===== src/rtl/bcd_convert_scheduler.sv =====
// rtl/bcd_convert_scheduler.sv - shared shift-add-3 converter granted round-robin to sec/min/hr fields
module bcd_convert_scheduler #(
    parameter int W = 6
) (
    input  logic         clk_c,
    input  logic         rst,
    input  logic         en,
    input  logic [W-1:0] segundos,
    input  logic [W-1:0] minutos,
    input  logic [W-1:0] horas,
    output logic [3:0]   seg1,
    output logic [3:0]   seg2,
    output logic [3:0]   min1,
    output logic [3:0]   min2,
    output logic [3:0]   hora1,
    output logic [3:0]   hora2,
    output logic         busy,
    output logic         done
);
    localparam int SW = $clog2(W + 1);

    typedef enum logic [1:0] {IDLE, SHIFT, COMMIT} state_t;

    state_t         state, state_nx;
    logic [W-1:0]   in_v [0:2];
    logic [W-1:0]   cap [0:2];
    logic [2:0]     req;
    logic [1:0]     ptr, gnt, grant_sel, idx;
    logic           any_req, found;
    logic [W+7:0]   sr, sr_adj, sr_shift;
    logic [SW-1:0]  step;
    logic           load, shift, commit;

    function automatic logic [1:0] next3(input logic [1:0] c);
        return (c == 2'd2) ? 2'd0 : c + 2'd1;
    endfunction

    assign in_v[0] = segundos;
    assign in_v[1] = minutos;
    assign in_v[2] = horas;

    always_comb begin
        for (int c = 0; c < 3; c++) req[c] = (in_v[c] != cap[c]);
    end
    assign any_req = |req;

    // First requester in order ptr, ptr+1, ptr+2 (mod 3)
    always_comb begin
        grant_sel = ptr;
        found     = 1'b0;
        idx       = ptr;
        for (int k = 0; k < 3; k++) begin
            if (!found && req[idx]) begin
                grant_sel = idx;
                found     = 1'b1;
            end
            idx = next3(idx);
        end
    end

    always_comb begin
        sr_adj = sr;
        if (sr[W+3:W] >= 4'd5) sr_adj[W+3:W] = sr[W+3:W] + 4'd3;
        if (sr[W+7:W+4] >= 4'd5) sr_adj[W+7:W+4] = sr[W+7:W+4] + 4'd3;
        sr_shift = {sr_adj[W+6:0], 1'b0};
    end

    always_ff @(posedge clk_c or posedge rst) begin
        if (rst) state <= IDLE;
        else     state <= state_nx;
    end

    always_comb begin
        state_nx = state;
        load     = 1'b0;
        shift    = 1'b0;
        commit   = 1'b0;
        if (en) begin
            case (state)
                IDLE: begin
                    if (any_req) begin
                        load     = 1'b1;
                        state_nx = SHIFT;
                    end
                end
                SHIFT: begin
                    shift = 1'b1;
                    if (step == SW'(W - 1)) state_nx = COMMIT;
                end
                COMMIT: begin
                    commit   = 1'b1;
                    state_nx = IDLE;
                end
                default: state_nx = IDLE;
            endcase
        end
    end

    assign busy = (state != IDLE);

    always_ff @(posedge clk_c or posedge rst) begin
        if (rst) begin
            for (int c = 0; c < 3; c++) cap[c] <= '0;
            sr    <= '0;
            step  <= '0;
            gnt   <= 2'd0;
            ptr   <= 2'd0;
            done  <= 1'b0;
            seg1  <= 4'd0;
            seg2  <= 4'd0;
            min1  <= 4'd0;
            min2  <= 4'd0;
            hora1 <= 4'd0;
            hora2 <= 4'd0;
        end else begin
            // done follows commit every clk_c, so it drops even while en=0
            done <= commit;
            if (load) begin
                cap[grant_sel] <= in_v[grant_sel];
                sr             <= {8'b0, in_v[grant_sel]};
                step           <= '0;
                gnt            <= grant_sel;
            end
            if (shift) begin
                sr   <= sr_shift;
                step <= step + SW'(1);
            end
            if (commit) begin
                case (gnt)
                    2'd0:    begin seg2  <= sr[W+7:W+4]; seg1  <= sr[W+3:W]; end
                    2'd1:    begin min2  <= sr[W+7:W+4]; min1  <= sr[W+3:W]; end
                    default: begin hora2 <= sr[W+7:W+4]; hora1 <= sr[W+3:W]; end
                endcase
                ptr <= next3(gnt);
            end
        end
    end
endmodule


===== config.mk =====
export PLATFORM = sky130hd
export DESIGN_NAME = bcd_convert_scheduler
export DESIGN_NICKNAME = d
export VERILOG_FILES = /design/src/rtl/bcd_convert_scheduler.sv
export SDC_FILE = /design/constraint.sdc
export NUM_CORES = 1
export LEC_CHECK = 0
export CORE_ASPECT_RATIO = 1.75
export CORE_UTILIZATION = 50
export CTS_CLUSTER_SIZE = 28
export DETAILED_ROUTE_END_ITERATION = 16
export HOLD_SLACK_MARGIN = 0.15
export PLACE_DENSITY_LB_ADDON = 0.08
export SKIP_CTS_REPAIR_TIMING = 1
export SLEW_MARGIN = 25
export SYNTH_ARGS = -nofsm -noshare
export SYNTH_HDL_FRONTEND = slang
export SYNTH_SLANG_ARGS = --single-unit

===== constraint.sdc =====
create_clock -name clk_c -period 3.8 [get_ports clk_c]
set_input_delay 0.76 -clock clk_c [delete_from_list [all_inputs] [get_ports clk_c]]
set_output_delay 0.76 -clock clk_c [all_outputs]
set_load 0.03 [all_outputs]

==> out/metrics.yaml, run 1 <==
worst_setup_path:
  crit_type: "primary input to register"
  slowest_stage: "o31ai_4"
  worstReg2RegEnd: "sr[4]"
  critPathRequiredTime_ns: 4.05
  r2r_setup_slack_ns: 1.52
  crit_fanout: 15
  ff2ff_path_depth: 7
  end_kind: "register"
  cp_data_arrival_time_ns: 3.07
  start_kind: "primary input"
  critPathMaxStageDelay_ns: 0.62
  crit_buf_inv: 1
  cp_top_family: "simple AND/OR/NAND/NOR gates"
  cp_cell_sequence: "clkdlybuf4s50_1 -> xnor2_1 -> nand4_1 -> or2_1 -> o31ai_4 -> and3_1 -> a21oi_1 -> o211ai_2"
  rr_startpoint: "cap[11]"
global_route:
  grt_overflow: 0
  grt_max_degree: 35
  antenna_found_initial: 0
  grtUsageTotal_pct: 22.2
  grt_pass1_wl_mm: 11.8
  grt_pass1_vias: 2440
logic_synthesis:
  synth_top_family_by_area: "compound AO/OA/AOI/OAI gates"
  yosys.area.top_type_share_pct: 48.5
  ys_dominant_reg_cell: "dfrtp_1"
  syn_nets: 354
  synth_simple_gate_area_share_pct: 15.4
  yosys_warnings: 0
  synth-compound-area-share_pct: 16.6
  yosys-top-cells-area: "dfrtp_1 48%, mux2_2 5.6%, xnor2_1 5.1%, o21ai_0 4.3%, nand2_1 4.2%"
  synthMuxAreaShare_pct: 7.38
  synth_seq_area_share_pct: 48.5
  ys_seq_elements: 66
  syn_inst: 327
  synth_edf_count: 0
  synth_area_leader_cell: "dfrtp_1"
  syn_area_um2: 3410
  synth-adder-area-share_pct: 2.20
  syn_avg_cell_area_um2: 10.4
  yosys.cell_types.count: 53
  ys_async_sr_fraction_pct: 100
  synth-xor-area-share_pct: 5.14
floorplan:
  std_cell_rows: 39
  start_util_pct: 52.1
  die_area_um2: 7160
  coreArea_um2: 6540
  die_x_um: 64.4
  io_pins: 47
  die_y_um: 111
route:
  via_per_inst: 5.45
  firstDrtPassIters: 4
  drtAntennaViolNets: 0
  wl_mm: 7.09
  drc: 0
  wl_per_cell_um: 15.5
  vias: 2492
  drt_first_iter_violations: 150
clock_tree:
  htree_levels: 3
  cts_buffers: 9
  cts_sinks: 66
  path_clk_slew_ns: 0.05
  cts_max_path_buffers: 2
  clock_latency_ns: 0.33
  cts_tree: "yes"
  cts-root-buf: "clkbuf_16"
flow_run:
  cap_viol_max_count: 0
power:
  internal_power_mw: 1.71
  leakage_nw: 1.88
  comb_power_share_pct: 27.8
  p_sw_share_pct: 32.1
  power_mw: 2.52
  switchingPower_mw: 0.810
  p_seq_share_pct: 39.9
  clkPwrFrac_pct: 32.2
  irDropWorstVdd_uv: 389
  p_per_area_nw_per_um2: 603
place:
  dp_slack_ns: 0.625
  gp_congestion: 0.816
  dp_cells: 442
  postPlaceCellArea_um2: 3880
  hpwlAfterDp_mm: 5.25
  portBuffers: 46
status:
  status: "complete, no violations"
sta:
  max_freq_mhz: 355
  maxSlewViolCount: 0
  skew_ns: 0.00480
  rsz0062_at_grt: "false"
  timing.slew.headroom_pct: 48.5
  hold_ws_ns: 0.473
  fin_crit_sh_pct: 74.1
  timing.setup.tns_ns: 0
  period_minus_slack_ns: 2.82
  finalSetupViolations: 0
  finalHoldViolations: 0
  worst_slack_ns: 0.983
  tightest_slew_ns: 0.770
hold_path:
  hold_path_depth: 2
  min_from: "hora1[0]"
  holdPathEnd: "hora1[0]"
  hold_path.class: "register to register"
layout:
  area_growth_pct: 22.7
  final_util_pct: 63.9
  final_cell_area_um2: 4180
  layout_commonest_cell: "dfrtp_1"
  nFillCells: 586
  final_cell_mix: "66 x dfrtp_1, 46 x clkdlybuf4s50_1, 38 x nand2_1"
  nNetsFinal: 399
  diodes: 0
  drive_above_1_share_pct: 18.1
  final_cells: 457
-- registers in the layout (all words and copies together) (netlist names) --
name / count
cap: 18
done: 1
gnt: 2
hora1: 4
hora2: 4
min1: 4
min2: 4
ptr: 2
seg1: 4
seg2: 4
sr: 14
state: 2
step: 3
-- cell type report --
type	count	area (um^2)	share of cell area, %
clock buffer	11	253	6.04
multi-input combinational	231	1590	38.1
timing repair buffer	50	490	11.7
inverter	14	52.6	1.26
clock inverter	3	40.0	0.958
sequential	66	1650	39.5
tap	82	103	2.45
-- synthesized netlist by cell type, drive strengths merged (2+ instances only) --
cell,count
nand2,38
nand2b,4
o211ai,8
o21ai,36
mux2,21
a21oi,12
nor2,24
dfrtp,66
or2,5
nand4,4
o22ai,2
xnor2,20
and2b,2
o221ai,5
clkbuf,6
and3,6
o21a,2
o31ai,3
buf,10
nand3,11
ha,6
inv,14
and2,5
nor3,4
-- power by group through the flow --
stage	sequential (mW)	clock (mW)	combinational, mW
2_1_floorplan	1.03	0	0.489
3_3_place_gp	1.01	0	0.691
3_5_place_dp	1.02	0	0.706
4_1_cts	1.01	0.826	0.710
5_1_grt	1.03	0.854	0.783
6_report	1.01	0.812	0.702
-- how the worst max path moves through the flow --
stage	slack, ns	cells after the start	from	end
3_5_place_dp	0.62	8	minutos[4]	cap[4]
6_report	0.98	8	minutos[1]	sr[4]
4_1_cts	0.92	8	minutos[4]	cap[4]
3_3_place_gp	0.65	7	segundos[1]	cap[0]
5_1_grt	0.75	8	minutos[2]	cap[16]
2_1_floorplan	1.39	1	rst	cap[0]
-- cells by family (layout without fill, tap and decap cells) --
family	Yosys count	count (layout)
AOI/OAI and AO/OA	76	76
buffers and inverters	30	78
muxes	21	21
DFF	66	66
and+or+nand+nor	108	108
xor gates and xnor gates	20	20
adders and majority gates	6	6
-- worst register-to-register path, delay by kind of cell, from the launching register on --
family | cells | cell delay [ns]
and+or+nand+nor | 3 | 0.85
AOI/OAI and AO/OA | 3 | 0.80
DFF | 1 | 0.39
xor gates and xnor gates | 1 | 0.17
-- routing by layer --
| layer | vias up | GRT usage, % | wire length, um |
|---|---|---|---|
| met1 | 1199 | 23.5 | 2690 |
| met4 | 0 | 11.6 | 189 |
| met3 | 15 | 3.70 | 198 |
| li1 | 1223 | - | - |
| met5 | - | 0 | 0 |
| met2 | 55 | 40.5 | 4010 |
(Power assumes the default switching activity.)
==> run 2, diff against run 1 <==
--- a/config.mk
+++ b/config.mk
@@ -6,7 +6,7 @@
 export NUM_CORES = 1
 export LEC_CHECK = 0
 export CORE_ASPECT_RATIO = 1.75
-export CORE_UTILIZATION = 50
+export CORE_UTILIZATION = 49
 export CTS_CLUSTER_SIZE = 28
 export DETAILED_ROUTE_END_ITERATION = 16
 export HOLD_SLACK_MARGIN = 0.15
==> constraint.sdc (replaced) <==
create_clock -name clk_c -period 2.52 [get_ports clk_c]
set_input_delay 0.504 -clock clk_c [delete_from_list [all_inputs] [get_ports clk_c]]
set_output_delay 0.504 -clock clk_c [all_outputs]
set_load 0.03 [all_outputs]
==> out/metrics.yaml, run 2 (synthesis gave the netlist of run 1 again) <==
layout:
  drive_above_1_share_pct: 25.2
  final_cell_mix: "66 x dfrtp_1, 46 x clkdlybuf4s50_1, 39 x buf_4"
  nNetsFinal: 436
  area_growth_pct: 32.4
  final_cell_area_um2: 4510
  top_register: "cap"
  final_util_pct: 68.0
  layout_commonest_cell: "dfrtp_1"
  largest_reg_flops: 18
  biggestRegsByFlops: "cap: 18 flops, sr: 14 flops"
  diodes: 0
place:
  portBuffers: 46
  hpwlAfterDp_mm: 5.78
  gp_congestion: 0.851
  dp_slack_ns: -0.146
  postPlaceCellArea_um2: 4190
sta:
  finalHoldViolations: 0
  timing.slew.headroom_pct: 66.6
  fin_crit_sh_pct: 93.3
  maxSlewViolCount: 0
  skew_ns: 0.00295
  hold_ws_ns: 0.477
  worst_slack_ns: 0.168
  tightest_slew_ns: 0.500
  period_minus_slack_ns: 2.35
  rsz0062_at_grt: "false"
  max_freq_mhz: 425
  finalSetupViolations: 0
floorplan:
  coreArea_um2: 6640
  std_cell_rows: 39
  die_x_um: 65.0
  io_pins: 47
  start_util_pct: 51.4
  die_y_um: 112
  die_area_um2: 7310
worst_setup_path:
  crit_fanout: 6
  critPathRequiredTime_ns: 2.77
  slowest_stage: "clkdlybuf4s50_1"
  end_kind: "register"
  start_kind: "primary input"
  cp_top_family: "buffers and inverters"
  critPathMaxStageDelay_ns: 0.50
  cp_cell_sequence: "clkdlybuf4s50_1 -> xnor2_1 -> nand4_1 -> buf_4 -> or3_2 -> o311ai_2 -> buf_4 -> and2_1 -> o221ai_2 -> o211ai_2"
  crit_type: "primary input to register"
  crit_top_cell: "buf_4"
  cp_data_arrival_time_ns: 2.60
  crit_buf_inv: 3
power:
  irDropWorstVdd_uv: 537
  leakage_nw: 2.08
  p_per_area_nw_per_um2: 897
  p_sw_share_pct: 31.2
  clkPwrFrac_pct: 33.2
  internal_power_mw: 2.78
  switchingPower_mw: 1.26
  comb_power_share_pct: 29.3
  p_seq_share_pct: 37.5
clock_tree:
  cts_buffers: 9
  clock_latency_ns: 0.32
  cts_max_path_buffers: 2
  cts_sinks: 66
  htree_levels: 3
  cts-root-buf: "clkbuf_16"
  path_clk_slew_ns: 0.05
  cts_tree: "yes"
route:
  drc: 0
  wl_per_cell_um: 15.3
  drtAntennaViolNets: 0
  firstDrtPassIters: 4
  drt_first_iter_violations: 114
  wl_mm: 7.55
  via_per_inst: 5.36
  vias: 2651
flow_run:
  cap_viol_max_count: 0
global_route:
  grt_pass1_vias: 2758
  grt_overflow: 0
  grt_max_degree: 47
  antenna_found_initial: 0
  grt_pass1_wl_mm: 12.9
  grtUsageTotal_pct: 23.4
status:
  status: "complete, no violations"
hold_path:
  hold_path.class: "register to register"
[run 2: cell count changes in the layout (fill, tap and decap cells not counted)]
cell and change:
clkbuf_1 +2, clkinv_2 -2, buf_12 +2, o21ai_0 -1, clkbuf_4 -1, buf_4 +36, o21ai_1 +1, bufinv_16 +1
[run 2: per-stage QoR]
step | std cells | total power, mW | setup TNS, ns
2_1_floorplan | 327 | 2.29 | 0
3_3_place_gp | 480 | 2.68 | -1.91
3_5_place_dp | 480 | 2.72 | -2.50
4_1_cts | 495 | 4.08 | 0
5_1_grt | 495 | 4.27 | 0
6_report | 495 | 4.05 | 0
[run 2: routing by layer]
metal	routed length [um]	global-route usage, %	up-vias	share of wire (%)
li1	-	-	1297	-
met1	2760	23.2	1264	37
met2	4300	43.5	69	57
met3	208	4.37	21	2.8
met4	284	13.3	0	3.8
met5	0	0	-	0
[run 2: path summary, 6_finish.rpt]
path                            start       end  slack [ns]  cells after the start
min reg2reg                  hora1[1]  hora1[1]        0.48                      2
max                        minutos[5]     sr[1]        0.17                     10
min                          hora1[1]  hora1[1]        0.48                      2
max reg2reg                   cap[10]     sr[1]        0.41                      9
min in group asynchronous         rst   seg1[2]        0.53                      2
max in group asynchronous         rst   min2[1]        1.38                      3
[run 2: area by class of cell]
type / count / area, um^2
multi-input cells: 231 / 1590
clock inverters: 2 / 60.1
clock buffers: 13 / 260
well taps: 82 / 103
repair buffers: 87 / 793
fillers: 566 / 2120
flip-flops and latches: 66 / 1650
inverters: 14 / 52.6
[run 2: power by group through the flow]
stage	logic, mW	registers [mW]	clock network (mW)
final	1.19	1.52	1.34
after global routing	1.31	1.56	1.40
after CTS	1.19	1.52	1.36
after detailed placement	1.18	1.54	0
after global placement	1.15	1.52	0
after floorplan	0.737	1.56	0
[run 2: worst register-to-register path, stage by stage, from the launching register on]
cell and delay [ns]:
dfrtp_1 0.40, xnor2_1 0.17, nand4_1 0.16, buf_4 0.18, or3_2 0.43, o311ai_2 0.09
buf_4 0.18, and2_1 0.20, o221ai_2 0.13, o211ai_2 0.09
==> run 3, diff against run 2 <==
--- a/config.mk
+++ b/config.mk
@@ -6,6 +6,7 @@
 export NUM_CORES = 1
 export LEC_CHECK = 0
 export CORE_ASPECT_RATIO = 1.75
+export CORE_MARGIN = 4
 export CORE_UTILIZATION = 49
 export CTS_CLUSTER_SIZE = 28
 export DETAILED_ROUTE_END_ITERATION = 16
==> out/metrics.yaml, run 3 (synthesis gave the netlist of run 1 again) <==
route:
  firstDrtPassIters: 4
  drc: 0
  drtAntennaViolNets: 0
  wl_mm: 7.56
  drt_first_iter_violations: 119
  vias: 2612
  via_per_inst: 5.24
  wl_per_cell_um: 15.2
floorplan:
  die_area_um2: 8410
  die_x_um: 71.0
  std_cell_rows: 40
  coreArea_um2: 6810
  io_pins: 47
  die_y_um: 118
  start_util_pct: 50.1
layout:
  largest_reg_flops: 18
  drive_above_1_share_pct: 26.1
  final_cell_mix: "66 x dfrtp_1, 46 x clkdlybuf4s50_1, 40 x buf_4"
  biggestRegsByFlops: "cap: 18 flops, sr: 14 flops"
  nFillCells: 599
  layout_commonest_cell: "dfrtp_1"
  diodes: 0
  area_growth_pct: 31.4
  nNetsFinal: 436
  top_register: "cap"
clock_tree:
  cts_max_path_buffers: 2
  cts-root-buf: "clkbuf_16"
  cts_sinks: 66
  cts_buffers: 9
  clock_latency_ns: 0.33
  cts_tree: "yes"
  htree_levels: 3
  path_clk_slew_ns: 0.06
worst_setup_path:
  critPathMaxStageDelay_ns: 0.50
  ff2ff_path_depth: 7
  start_kind: "primary input"
  slowest_stage: "clkdlybuf4s50_1"
  cp_top_family: "simple AND/OR/NAND/NOR gates"
  critPathRequiredTime_ns: 2.77
  cp_data_arrival_time_ns: 2.61
  crit_buf_inv: 1
  crit_fanout: 11
  crit_type: "primary input to register"
  cp_num_cells: 8
  end_kind: "register"
  cp_cell_sequence: "clkdlybuf4s50_1 -> xnor2_1 -> nand4_1 -> or2_1 -> o41ai_2 -> and3_2 -> a21oi_1 -> o211ai_1"
global_route:
  grt_overflow: 0
  grtUsageTotal_pct: 19.5
  grt_pass1_vias: 2629
  antenna_found_initial: 0
  grt_pass1_wl_mm: 12.5
  grt_max_degree: 67
hold_path:
  hold_path_depth: 2
  hold_path.class: "register to register"
power:
  p_sw_share_pct: 33.1
  irDropWorstVdd_uv: 489
  clkPwrFrac_pct: 31.5
  comb_power_share_pct: 29.4
  p_seq_share_pct: 39.1
  p_per_area_nw_per_um2: 870
  switchingPower_mw: 1.29
  leakage_nw: 2.06
  internal_power_mw: 2.61
sta:
  fin_crit_sh_pct: 93.6
  worst_slack_ns: 0.162
  max_freq_mhz: 424
  timing.setup.tns_ns: 0
  rsz0062_at_grt: "false"
  maxSlewViolCount: 0
  tightest_slew_ns: 0.453
  finalHoldViolations: 0
  period_minus_slack_ns: 2.36
  finalSetupViolations: 0
  timing.slew.headroom_pct: 69.8
  skew_ns: 0.00411
place:
  portBuffers: 46
  gp_congestion: 0.863
  hpwlAfterDp_mm: 5.76
  dp_slack_ns: -0.206
status:
  status: "complete, no violations"
flow_run:
  cap_viol_max_count: 0
## run 3: power by group through the flow
stage	combinational, mW	clock [mW]	sequential [mW]
floorplan	0.737	0	1.56
global placement	1.13	0	1.53
detailed placement	1.15	0	1.54
CTS	1.16	1.26	1.53
global route	1.28	1.31	1.56
finish	1.15	1.23	1.52
## run 3: final timing paths
| check | end | start | slack [ns] |
|---|---|---|---|
| setup reg to reg | sr[0] | cap[11] | 0.40 |
| min in group asynchronous | seg1[2] | rst | 0.55 |
| hold reg to reg | min1[1] | min1[1] | 0.47 |
| hold / removal | min1[1] | min1[1] | 0.47 |
| max in group asynchronous | state[0] | rst | 1.66 |
| setup / recovery | sr[0] | minutos[1] | 0.16 |
## run 3: layer usage
layer	wire (um)	track usage (%)	vias up
li1	-	-	1301
met1	2740	18.9	1249
met2	4360	37.0	47
met3	251	4.85	15
met4	207	8.82	0
met5	0	0	-
## run 3: cell type report
cell class | count | area (um^2) | share of cell area [%]
flip-flops and latches | 66 | 1650 | 36.9
clock buffers | 9 | 225 | 5.03
clock inverters | 7 | 70.1 | 1.56
repair buffers | 87 | 781 | 17.4
well taps | 84 | 105 | 2.35
multi-input cells | 231 | 1590 | 35.6
inverters | 14 | 52.6 | 1.17
## run 3: tightest hold or removal path, stage by stage (launching register included)
cell and delay [ns]:
dfrtp_1 0.34, nand2_1 0.04, o21ai_0 0.06
## run 3: through the flow
step | instances | area (um^2) | utilization (%) | hold WS [ns] | power (mW)
2_1_floorplan | 327 | 3410 | - | 0.440 | 2.29
3_3_place_gp | 482 | 4180 | 61.4 | 0.451 | 2.66
3_5_place_dp | 482 | 4180 | 61.4 | 0.469 | 2.70
4_1_cts | 498 | 4480 | 65.8 | 0.481 | 3.94
5_1_grt | 498 | 4480 | 65.8 | 0.499 | 4.16
6_report | 498 | 4480 | 65.8 | 0.474 | 3.90
